## src/rtl/mantissa_sub53_4_pipe.sv

```systemverilog
// Two-stage pipelined subtractor Diff = A - zext(B) for significand decrement
// and borrow-back corrections; stage 1 takes the low SPLIT bits, stage 2 the rest.
module mantissa_sub53_4_pipe #(
  parameter int WIDTH_A = 53,
  parameter int WIDTH_B = 4,
  parameter int SPLIT   = 27
) (
  input  logic               clk,
  input  logic               rst_n,
  input  logic               in_valid,
  output logic               in_ready,
  input  logic [WIDTH_A-1:0] A,
  input  logic [WIDTH_B-1:0] B,
  output logic               out_valid,
  input  logic               out_ready,
  output logic [WIDTH_A-1:0] Diff,
  output logic               Borrow,
  output logic               Zero
);

  localparam int HW = WIDTH_A - SPLIT;

  // Handshake: a transfer happens on a rising edge where valid && ready.
  // A producer holds valid and data stable until ready; a stage advances when
  // it is empty or the stage after it is consuming, so in_ready is the only
  // combinational path (from out_ready) through the block.

  logic            s1_valid_q, s1_valid_d;
  logic [SPLIT-1:0] s1_low_q, s1_low_d;
  logic            s1_b1_q, s1_b1_d;
  logic [HW-1:0]   s1_high_q, s1_high_d;
  logic            s1_lz_q, s1_lz_d;

  logic               s2_valid_q, s2_valid_d;
  logic [WIDTH_A-1:0] diff_q, diff_d;
  logic               borrow_q, borrow_d;
  logic               zero_q, zero_d;

  logic           s1_adv, s2_adv;
  logic [SPLIT:0] low_full;
  logic [HW:0]    high_full;

  assign s2_adv   = !s2_valid_q || out_ready;
  assign s1_adv   = !s1_valid_q || s2_adv;
  assign in_ready = s1_adv;

  assign out_valid = s2_valid_q;
  assign Diff      = diff_q;
  assign Borrow    = borrow_q;
  assign Zero      = zero_q;

  always_comb begin
    // Extra top bit of each partial difference is the borrow out.
    low_full  = {1'b0, A[SPLIT-1:0]} - {{(SPLIT + 1 - WIDTH_B){1'b0}}, B};
    high_full = {1'b0, s1_high_q} - {{HW{1'b0}}, s1_b1_q};

    s1_valid_d = s1_valid_q;
    s1_low_d   = s1_low_q;
    s1_b1_d    = s1_b1_q;
    s1_high_d  = s1_high_q;
    s1_lz_d    = s1_lz_q;
    s2_valid_d = s2_valid_q;
    diff_d     = diff_q;
    borrow_d   = borrow_q;
    zero_d     = zero_q;

    if (s1_adv) begin
      s1_valid_d = in_valid;
      if (in_valid) begin
        s1_low_d  = low_full[SPLIT-1:0];
        s1_b1_d   = low_full[SPLIT];
        s1_high_d = A[WIDTH_A-1:SPLIT];
        s1_lz_d   = (low_full[SPLIT-1:0] == '0);
      end
    end

    if (s2_adv) begin
      s2_valid_d = s1_valid_q;
      if (s1_valid_q) begin
        diff_d   = {high_full[HW-1:0], s1_low_q};
        borrow_d = high_full[HW];
        zero_d   = s1_lz_q && (high_full[HW-1:0] == '0) && !high_full[HW];
      end
    end
  end

  always_ff @(posedge clk or negedge rst_n) begin
    if (!rst_n) begin
      s1_valid_q <= 1'b0;
      s1_low_q   <= '0;
      s1_b1_q    <= 1'b0;
      s1_high_q  <= '0;
      s1_lz_q    <= 1'b0;
      s2_valid_q <= 1'b0;
      diff_q     <= '0;
      borrow_q   <= 1'b0;
      zero_q     <= 1'b0;
    end else begin
      s1_valid_q <= s1_valid_d;
      s1_low_q   <= s1_low_d;
      s1_b1_q    <= s1_b1_d;
      s1_high_q  <= s1_high_d;
      s1_lz_q    <= s1_lz_d;
      s2_valid_q <= s2_valid_d;
      diff_q     <= diff_d;
      borrow_q   <= borrow_d;
      zero_q     <= zero_d;
    end
  end

endmodule

```

## config.mk

```make
export PLATFORM = sky130hd
export DESIGN_NAME = mantissa_sub53_4_pipe
export DESIGN_NICKNAME = d
export VERILOG_FILES = /design/src/rtl/mantissa_sub53_4_pipe.sv
export SDC_FILE = /design/constraint.sdc
export NUM_CORES = 1
export LEC_CHECK = 0
export BUFFER_PORTS_ARGS = -buffer_cell sky130_fd_sc_hd__buf_2
export CAP_MARGIN = 0
export CORE_AREA = 2 2 107 109
export CTS_BUF_LIST = sky130_fd_sc_hd__clkbuf_8
export DETAILED_ROUTE_END_ITERATION = 10
export DIE_AREA = 0 0 109 111
export PLACE_DENSITY = 0.84
export SYNTH_ARGS = -nofsm -noshare
export SYNTH_HDL_FRONTEND = slang
export SYNTH_SLANG_ARGS = --single-unit
```

## constraint.sdc

```tcl
create_clock -name clk -period 2.8 [get_ports clk]
set_input_delay 0.56 -clock clk [delete_from_list [all_inputs] [get_ports clk]]
set_output_delay 0.56 -clock clk [all_outputs]
set_load 0.03 [all_outputs]
```

==> impl_metrics.py, run 1 <==
metrics = {
    "yosys": {
        "synth.yosys.seq_area_share_pct": 51.26,
        "avgSynthCellArea_um2": 9.542,
        "synth-main-ff-cell": "dfrtp_1",
        "synth_edf_count": 0,
        "syn_nets": 641,
        "syn_area_um2": 5468,
        "ys_types": 44,
        "synth-async-reset-ratio_pct": 100.0,
        "yosys_warnings": 0,
        "synth_cells": 573,
        "synth-seq-cells": 112,
    },
    "worst_setup_path": {
        "startpoint_type": "input pin",
        "rr_startpoint": "s1_high_q[15]",
        "crit_top_cell": "or4_4",
        "slowest_stage": "or4_4",
        "cp-end-kind": "flip-flop",
        "crit_fanout": 3,
        "crit_arrival_ps": 2970,
        "crit_chain": "buf_2 -> or4_4 -> or4_4 -> or3b_1 -> or4_1 -> xor2_1 -> nand3_1 -> o31ai_1",
        "path_class": "in2reg",
        "critical-path-top-delay-family": "simple AND/OR/NAND/NOR gates",
        "r2r_end": "Diff[52]",
        "critPathBufInv": 1,
        "max_stage_delay_ps": 530,
        "reg2reg_depth": 7,
        "cp.required_ps": 3090,
        "reg2reg_slack_ps": 220,
    },
    "sta": {
        "rsz0062_at_grt": "false",
        "post-route-period-util_pct": 95.92,
        "max_clock_freq_ghz": 0.3724,
        "relSlewSlack_pct": 61.16,
        "holdWs_ps": 133.4,
        "slew_violations": 0,
        "finClkSkew_ps": 8.867,
        "setup_violations": 0,
        "tightest_slew_ps": 581.4,
        "hold_viol_final": 0,
        "min_period_ps": 2686,
    },
    "global_routing": {
        "antenna_found_initial": 0,
        "grt_use_met2_pct": 36.98,
        "grt_max_degree": 82,
        "globalRouteOverflowTotal": 0,
        "grt_usage_pct": 21.68,
        "globalRouteMet1Util_pct": 27.40,
        "grtUsageMet3_pct": 4.644,
        "grt_pass1_vias": 4487,
        "grt_first_pass_wirelength_mm": 20.81,
        "gr-max-usage-layer": "met2",
    },
    "floorplan": {
        "ios": 118,
        "rows": 39,
        "core_area_um2": 11080,
        "die_h_um": 111,
        "die_x_um": 109,
        "die_area_um2": 12100,
        "initial_core_util_pct": 49.36,
    },
    "power_and_ir_drop": {
        "peakVddDrop_mv": 0.3186,
        "cellPowerDensity_nw_per_um2": 639.3,
        "p_leak_nw": 3.054,
    },
    "cells_and_area": {
        "finalNetCount": 769,
        "final_util_pct": 60.02,
        "syn_to_final_growth_pct": 21.60,
        "fill_cells": 935,
        "drive_gt1_share_pct": 31.02,
        "antenna_cells": 0,
    },
    "routing": {
        "routed_wl_mm": 12.66,
        "drt-pass1-iter-count": 5,
        "routedWlPerCell_um": 14.91,
        "drtIter0Drc": 218,
        "vias": 4560,
        "post-route-drc-count": 0,
        "postRouteAntennaNets": 0,
        "viasPerCell": 5.371,
    },
    "clock_network": {
        "root_buffer": "clkbuf_8",
        "hold_buffers": 0,
        "insertion_delay_ps": 370,
        "clockBufferDepth": 2,
        "clk_pin_slew_worst_paths_ps": 110,
        "cts_buffers": 9,
        "cts_tree": "done",
        "cts_sinks": 112,
        "cts_htree_levels": 3,
    },
    "run_status": {
        "status": "completed",
    },
    "placed_design": {
        "hpwl_mm": 9.704,
        "numPortBuffers": 117,
        "gp_congestion": 0.9021,
    },
    "hold_path": {
        "hold_class": "in2async",
    },
    "job": {
        "max_cap_viol_count": 0,
    },
}
## worst max-delay path by stage
stage,depth (start not counted),to,startpoint,slack [ps]
floorplan,8,s1_lz_q,A[8],-150
global placement,8,s1_lz_q,A[8],-190
detailed placement,8,s1_lz_q,A[8],-290
CTS,9,Zero,s1_high_q[0],80
global route,8,s1_lz_q,A[8],20
finish,8,s1_lz_q,A[8],110
## layout make-up
class	count	area, um2	area share [%]
Tap cell	143	178.9	2.691
Multi-Input combinational cell	413	2557	38.46
Clock buffer	9	123.9	1.863
Inverter	11	41.29	0.6210
Timing Repair Buffer	154	890.9	13.40
Sequential cell	112	2803	42.15
Clock inverter	7	53.80	0.8092
## routing by layer
metal,wire length [um],up-vias
li1,-,2205
met1,5272,2171
met2,6396,164
met3,778,20
met4,207,0
met5,0,-
## through the flow
| stage | std cells | cell area, um2 | power (mW) | setup slack (ps) | setup TNS [ps] |
|---|---|---|---|---|---|
| 3_3_place_gp | 833 | 6409 | 3.334 | -187.0 | -421.9 |
| 5_1_grt | 849 | 6649 | 4.484 | 23.54 | 0 |
| 4_1_cts | 849 | 6590 | 4.273 | 80.29 | 0 |
| 2_1_floorplan | 573 | 5487 | 2.917 | -152.6 | -152.6 |
| 6_report | 849 | 6649 | 4.250 | 114.4 | 0 |
| 3_5_place_dp | 833 | 6409 | 3.384 | -291.4 | -780.9 |
## worst reg2reg max path, delay by kind of cell (launching register included)
family / cells / cell delay [ps]
AOI/OAI and AO/OA: 1 / 130
xor gates and xnor gates: 1 / 140
DFF: 1 / 440
and+or+nand+nor: 5 / 1790
## synthesized netlist by cell type (3+ instances only)
library cell	n	area share (%)
nand2_1	132	9.1
o21ai_0	60	5.5
o21ai_1	3	0.27
or4_4	3	0.62
dfrtp_1	112	51
o21a_1	3	0.41
buf_2	6	0.55
ha_1	6	1.4
or3_1	8	0.92
o31ai_1	3	0.41
xnor2_1	31	5.0
nor4_1	12	1.4
nor2_1	27	1.9
a31oi_1	4	0.46
nand4_1	6	0.69
or4_1	7	0.96
nand3_1	6	0.55
mux2_2	29	6.0
inv_1	11	0.76
nor2b_1	4	0.46
nand2b_1	4	0.46
clkbuf_1	31	2.1
nand3b_1	4	0.55
nor3_1	18	1.6
xor2_1	16	2.6
## registers in the layout, summed over array words and instances, names as in the netlist
signal	flops
Diff	53
Zero	1
s1_b1_q	1
s1_valid_q	1
s1_high_q	26
s1_low_q	27
Borrow	1
out_valid	1
s1_lz_q	1
## layout by cell type, fill, tap and decap left out, types with 4 or more instances in the layout
cell type / netlist / final
nand2b_1: 4 / 4
nor2b_1: 4 / 4
or3_1: 8 / 8
nand3_1: 6 / 6
ha_1: 6 / 5
dfrtp_1: 112 / 112
xnor2_1: 31 / 30
or4_4: 3 / 5
xor2_1: 16 / 16
buf_4: 0 / 36
buf_2: 6 / 116
a31oi_1: 4 / 4
nor2_1: 27 / 27
o21ai_0: 60 / 59
clkbuf_8: 0 / 9
nor4_1: 12 / 9
nand4_1: 6 / 6
mux2_2: 29 / 29
nor3_1: 18 / 18
o21ai_1: 3 / 4
nand2_1: 132 / 130
inv_1: 11 / 11
nand3b_1: 4 / 4
or4_1: 7 / 5
## cells by family after synthesis
kind of cell             after synthesis  share of synthesized area, %
adder cells (fa/ha/maj)                7                         1.739
multiplexers                          29                         5.972
AND/OR/NAND/NOR                      248                         21.74
buffers and inverters                 48                         3.432
flip-flops                           112                         51.26
XOR/XNOR                              47                         7.529
AO/OA/AOI/OAI                         82                         8.330
## report_power, final
group          switching (mW)  internal [mW]
combinational           0.804          0.445
sequential              0.199           1.90
clock                   0.566          0.334
total                    1.57           2.68
## timing repair
item                       in CTS  in global routing
resized for setup               1                 11
hold endpoints to repair        0                  0
pin swaps                       0                  6
setup endpoints to repair       1                  2
setup buffers                   0                  0
Power figures use the tool's default switching activity.
==> run 2, diff against run 1 <==
- CELL_PAD_IN_SITES_DETAIL_PLACEMENT: unset -> 1
- CELL_PAD_IN_SITES_GLOBAL_PLACEMENT: unset -> 1
- CORE_AREA: 2 2 107 109 -> 2 2 122 124
- DIE_AREA: 0 0 109 111 -> 0 0 124 126
- PLACE_DENSITY: 0.84 -> 0.85
==> impl_metrics.py, run 2 (synthesis results as in run 1) <==
metrics = {
    "placed_design": {
        "gp_congestion": 0.9210,
        "numPortBuffers": 117,
        "postPlaceCellArea_um2": 6475,
        "pre_cts_slack_ps": -309.5,
        "hpwl_mm": 11.40,
    },
    "sta": {
        "min_period_ps": 2744,
        "setup_violations": 0,
        "post-route-period-util_pct": 98.01,
        "tightest_slew_ps": 517.9,
        "max_clock_freq_ghz": 0.3644,
        "finClkSkew_ps": 9.670,
        "relSlewSlack_pct": 65.35,
        "slew_violations": 0,
        "hold_viol_final": 0,
        "worst_slack_ps": 55.71,
        "rsz0062_at_grt": "true",
    },
    "worst_setup_path": {
        "startpoint_type": "flip-flop",
        "r2r_end": "Zero",
        "cp-end-kind": "flip-flop",
        "crit_arrival_ps": 3050,
        "reg2reg_slack_ps": 60,
        "crit_fanout": 5,
        "reg2reg_depth": 10,
        "path_class": "reg2reg",
        "rr_startpoint": "s1_high_q[0]",
        "cp.required_ps": 3110,
    },
    "job": {
        "max_cap_viol_count": 0,
    },
    "global_routing": {
        "antenna_found_initial": 0,
        "grt_pass1_vias": 4934,
        "grt_max_degree": 82,
        "grt_usage_pct": 19.53,
        "globalRouteOverflowTotal": 0,
        "grt_first_pass_wirelength_mm": 24.06,
    },
    "hold_path": {
        "hold_class": "in2async",
    },
    "clock_network": {
        "clockBufferDepth": 2,
        "clk_pin_slew_worst_paths_ps": 100,
        "hold_buffers": 0,
        "insertion_delay_ps": 380,
        "cts_sinks": 112,
        "root_buffer": "clkbuf_8",
        "cts_tree": "done",
        "cts_buffers": 9,
        "postCtsSetupBuffers": 0,
        "cts_htree_levels": 3,
    },
    "routing": {
        "postRouteAntennaNets": 0,
        "viasPerCell": 5.099,
        "post-route-drc-count": 0,
        "drtIter0Drc": 168,
        "routedWlPerCell_um": 16.54,
        "vias": 4538,
        "routed_wl_mm": 14.72,
        "drt-pass1-iter-count": 4,
    },
    "floorplan": {
        "die_area_um2": 15620,
        "die_h_um": 126,
        "initial_core_util_pct": 38.20,
        "ios": 118,
        "rows": 44,
        "core_area_um2": 14310,
        "die_x_um": 124,
    },
    "run_status": {
        "status": "completed",
    },
    "cells_and_area": {
        "mostFrequentLayoutCell": "nand2_1",
        "syn_to_final_growth_pct": 22.15,
        "drive_gt1_share_pct": 30.59,
        "finalNetCount": 771,
        "antenna_cells": 0,
        "largest_register_ffs": 53,
        "fill_cells": 1681,
        "fin_area_um2": 6679,
        "final_cell_mix": "nand2_1 (130), buf_2 (116), dfrtp_1 (112)",
    },
    "power_and_ir_drop": {
        "peakVddDrop_mv": 0.3120,
        "cellPowerDensity_nw_per_um2": 643.8,
        "p_leak_nw": 3.059,
    },
}
## run 2: changes by cell type in the layout (fill, tap and decap cells not counted), sizes merged
cell / change
inv: -2
bufinv: +1
clkinvlp: -1
buf: +2
## run 2: stage by stage
step | utilization, % | hold slack, ps | setup TNS (ps) | power, mW | instances
floorplan | - | 264.4 | -152.6 | 2.917 | 573
global placement | 45.24 | 455.7 | -593.1 | 3.359 | 876
detailed placement | 45.24 | 471.2 | -1323 | 3.428 | 876
CTS | 46.49 | 45.07 | 0 | 4.357 | 890
global route | 46.66 | 52.31 | -102.2 | 4.567 | 890
finish | 46.66 | 62.14 | 0 | 4.300 | 890
## run 2: worst max-delay path by stage
stage	cells past startpoint	startpoint	endpoint	slack, ps
floorplan	8	A[8]	s1_lz_q	-150
global placement	8	A[8]	s1_lz_q	-200
detailed placement	8	A[8]	s1_lz_q	-310
CTS	9	s1_high_q[0]	Zero	10
global route	10	s1_high_q[0]	Zero	-90
finish	10	s1_high_q[0]	Zero	60
## run 2: what timing repair did
item	CTS	global route
pin swaps	0	1
endpoints found under the setup margin	1	3
gates cloned	0	0
gates resized for setup	1	7
## run 2: area by class of cell
class,count,area (um2),area share (%)
multi-input combinational,413,2524,37.79
tap,184,230.2,3.447
sequential,112,2803,41.96
clock buffer,9,123.9,1.855
inverter,11,41.29,0.6182
timing repair buffer,156,905.9,13.56
clock inverter,5,51.30,0.7681
## run 2: routing by layer
metal / vias to the layer above / GRT usage (%) / routed length (um)
li1: 2201 / - / -
met1: 2209 / 22.41 / 6074
met2: 116 / 35.71 / 7693
met5: - / 0 / 0
met4: 0 / 3.966 / 123
met3: 12 / 5.707 / 833
## run 2: where the power goes
part | internal [mW] | switching [mW]
logic | 0.450 | 0.830
registers | 1.90 | 0.198
clock network | 0.398 | 0.520
total | 2.75 | 1.55
## run 2: critical path, cell delays in order (launching register included)
cell	delay (ps)
dfrtp_1	370
inv_1	70
ha_1	170
ha_2	180
or4b_2	620
or4_4	510
nor4_1	280
a31oi_1	90
o21ai_1	160
nand2_1	80
o21ai_1	140
==> run 3, diff against run 2 <==
- ABC_AREA: unset -> 1
- CORE_AREA: 2 2 122 124 -> 2 2 131 133
- DIE_AREA: 0 0 124 126 -> 0 0 133 135
- PLACE_DENSITY: 0.85 -> 0.84
==> impl_metrics.py, run 3 <==
metrics = {
    "run_status": {
        "status": "completed",
    },
    "worst_setup_path": {
        "cp-endpoint": "Zero",
        "cp-end-kind": "flip-flop",
        "slowest_stage": "dfrtp_1",
        "r2r_end": "Zero",
        "crit_top_cell": "nand2_1",
        "startpoint_type": "flip-flop",
        "reg2reg_depth": 11,
        "rr_startpoint": "s1_high_q[0]",
        "crit_arrival_ps": 2730,
        "path_class": "reg2reg",
        "crit_chain": "inv_1 -> ha_1 -> ha_1 -> nand2_1 -> nor2_1 -> nand2_1 -> xor2_1 -> nand2_1 -> nor2_1 -> nand3_1 -> nand2_1",
        "crit_fanout": 7,
        "reg2reg_slack_ps": 420,
        "max_stage_delay_ps": 380,
        "worstSetupStartpoint": "s1_high_q[0]",
        "cp.required_ps": 3150,
    },
    "sta": {
        "finalSetupTns_ps": 0,
        "max_clock_freq_ghz": 0.4204,
        "rsz0062_at_grt": "false",
        "tightest_slew_ps": 660.8,
        "min_period_ps": 2379,
        "slew_violations": 0,
        "setup_violations": 0,
        "hold_viol_final": 0,
        "post-route-period-util_pct": 84.95,
        "finClkSkew_ps": 17.10,
        "worst_slack_ps": 421.3,
        "relSlewSlack_pct": 55.95,
    },
    "routing": {
        "postRouteAntennaNets": 0,
        "routedWlPerCell_um": 16.01,
        "vias": 5797,
        "post-route-drc-count": 0,
        "viasPerCell": 4.942,
        "routed_wl_mm": 18.78,
        "drt-pass1-iter-count": 5,
        "drtIter0Drc": 344,
    },
    "global_routing": {
        "globalRouteOverflowTotal": 0,
        "grt_first_pass_wirelength_mm": 31.15,
        "grt_max_degree": 70,
        "antenna_found_initial": 1,
        "grt_usage_pct": 22.03,
        "grt_pass1_vias": 6090,
    },
    "clock_network": {
        "clk_pin_slew_worst_paths_ps": 110,
        "root_buffer": "clkbuf_8",
        "insertion_delay_ps": 410,
        "cts_htree_levels": 3,
        "clockBufferDepth": 2,
        "hold_buffers": 0,
        "postCtsSetupBuffers": 0,
        "cts_buffers": 9,
        "cts_tree": "done",
        "post_cts_resized": 0,
        "cts_sinks": 112,
    },
    "cells_and_area": {
        "final_cell_mix": "nand2_1 (290), buf_2 (116), dfrtp_1 (112)",
        "largest_register_ffs": 53,
        "finalNetCount": 1015,
        "drive_gt1_share_pct": 17.96,
        "final_util_pct": 43.24,
        "mostFrequentLayoutCell": "nand2_1",
        "instances_no_fill": 1173,
        "syn_to_final_growth_pct": 18.10,
    },
    "yosys": {
        "netlist_top_cells_count": "nand2_1 (291), dfrtp_1 (112), nor2_1 (108)",
        "yosys.area.top_type": "dfrtp_1",
        "syn_area_um2": 6007,
        "yosysMostFrequentCell": "nand2_1",
        "synth_edf_count": 0,
        "avgSynthCellArea_um2": 7.220,
        "synth_cells": 832,
        "synth.top_cell.area_share_pct": 46.66,
        "synth.yosys.seq_area_share_pct": 46.66,
        "synth-seq-cells": 112,
        "synth-main-ff-cell": "dfrtp_1",
        "syn_nets": 900,
        "yosys_warnings": 0,
        "synth-async-reset-ratio_pct": 100.0,
        "ys_types": 30,
        "synth_area_leaders": "dfrtp_1 (47%), nand2_1 (18%), nor2_1 (6.7%)",
    },
    "floorplan": {
        "ios": 118,
        "initial_core_util_pct": 36.61,
        "rows": 47,
        "die_area_um2": 17960,
        "core_area_um2": 16410,
        "die_h_um": 135,
        "die_x_um": 133,
    },
    "power_and_ir_drop": {
        "p_leak_nw": 3.646,
        "cellPowerDensity_nw_per_um2": 707.7,
        "peakVddDrop_mv": 0.3364,
    },
    "job": {
        "max_cap_viol_count": 0,
    },
    "hold_path": {
        "hold_class": "in2async",
    },
    "placed_design": {
        "pre_cts_slack_ps": 323.1,
        "numPortBuffers": 117,
        "gp_congestion": 0.9173,
        "placed_cells": 1156,
        "hpwl_mm": 14.54,
    },
}
[run 3: changes by cell type after synthesis, moves of 15 or more]
cell	delta
clkbuf_1	-15
inv_1	+78
mux2_2	-29
nand2_1	+159
nand3_1	+42
nor2_1	+81
xnor2_1	-30
[run 3: how the worst min path moves through the flow]
stage	start	endpoint	slack, ps	cells past startpoint
6_report	rst_n	Diff[3]	120	1
5_1_grt	rst_n	Diff[2]	140	1
2_1_floorplan	rst_n	Borrow	260	0
4_1_cts	rst_n	Borrow	140	1
3_3_place_gp	s1_low_q[1]	Diff[1]	450	2
3_5_place_dp	Diff[20]	Diff[20]	460	2
[run 3: critical path, delay by kind of cell, from the launching register on]
kind | cells | cell delay, ps
and+or+nand+nor | 7 | 970
adders and majority gates | 2 | 700
DFF | 1 | 380
xor gates and xnor gates | 1 | 230
buffers and inverters | 1 | 60
[run 3: kinds of logic after synthesis]
group / Yosys count / share of synthesized area, %
AOI/OAI and AO/OA: 95 / 8.436
xor gates and xnor gates: 9 / 1.312
adders and majority gates: 7 / 1.583
buffers and inverters: 112 / 7.228
DFF: 112 / 46.66
and+or+nand+nor: 497 / 34.78
[run 3: cell type report]
class                   instances  area, um2
diodes                          1      2.502
clock buffers                  12      165.2
clock inverters                 4      57.56
fillers                      2132       9313
inverters                      90      337.8
multi-input cells             608       2773
flip-flops and latches        112       2803
well taps                     220      275.3
repair buffers                126      680.7
[run 3: where the power goes]
group	total [mW]	internal, mW	leakage, nW	switching (mW)
logic	1.71	0.475	2.17	1.23
clock network	1.11	0.498	0.111	0.616
registers	2.20	1.97	1.37	0.226
total	5.02	2.94	3.65	2.08
[run 3: through the flow]
stage                     hold WS [ps]  power [mW]  cell area (um2)
final                            122.8       5.021             7094
after global routing             144.7       5.341             7094
after CTS                        137.9       5.076             7092
after detailed placement         461.6       3.954             6869
after global placement           454.6       3.903             6869
after floorplan                  264.4       3.321             6007
[run 3: per-layer routing]
layer	track usage, %	wire, um
met3	2.477	719
met1	30.25	8863
met4	8.662	420
met2	35.84	8774
met5	0	0
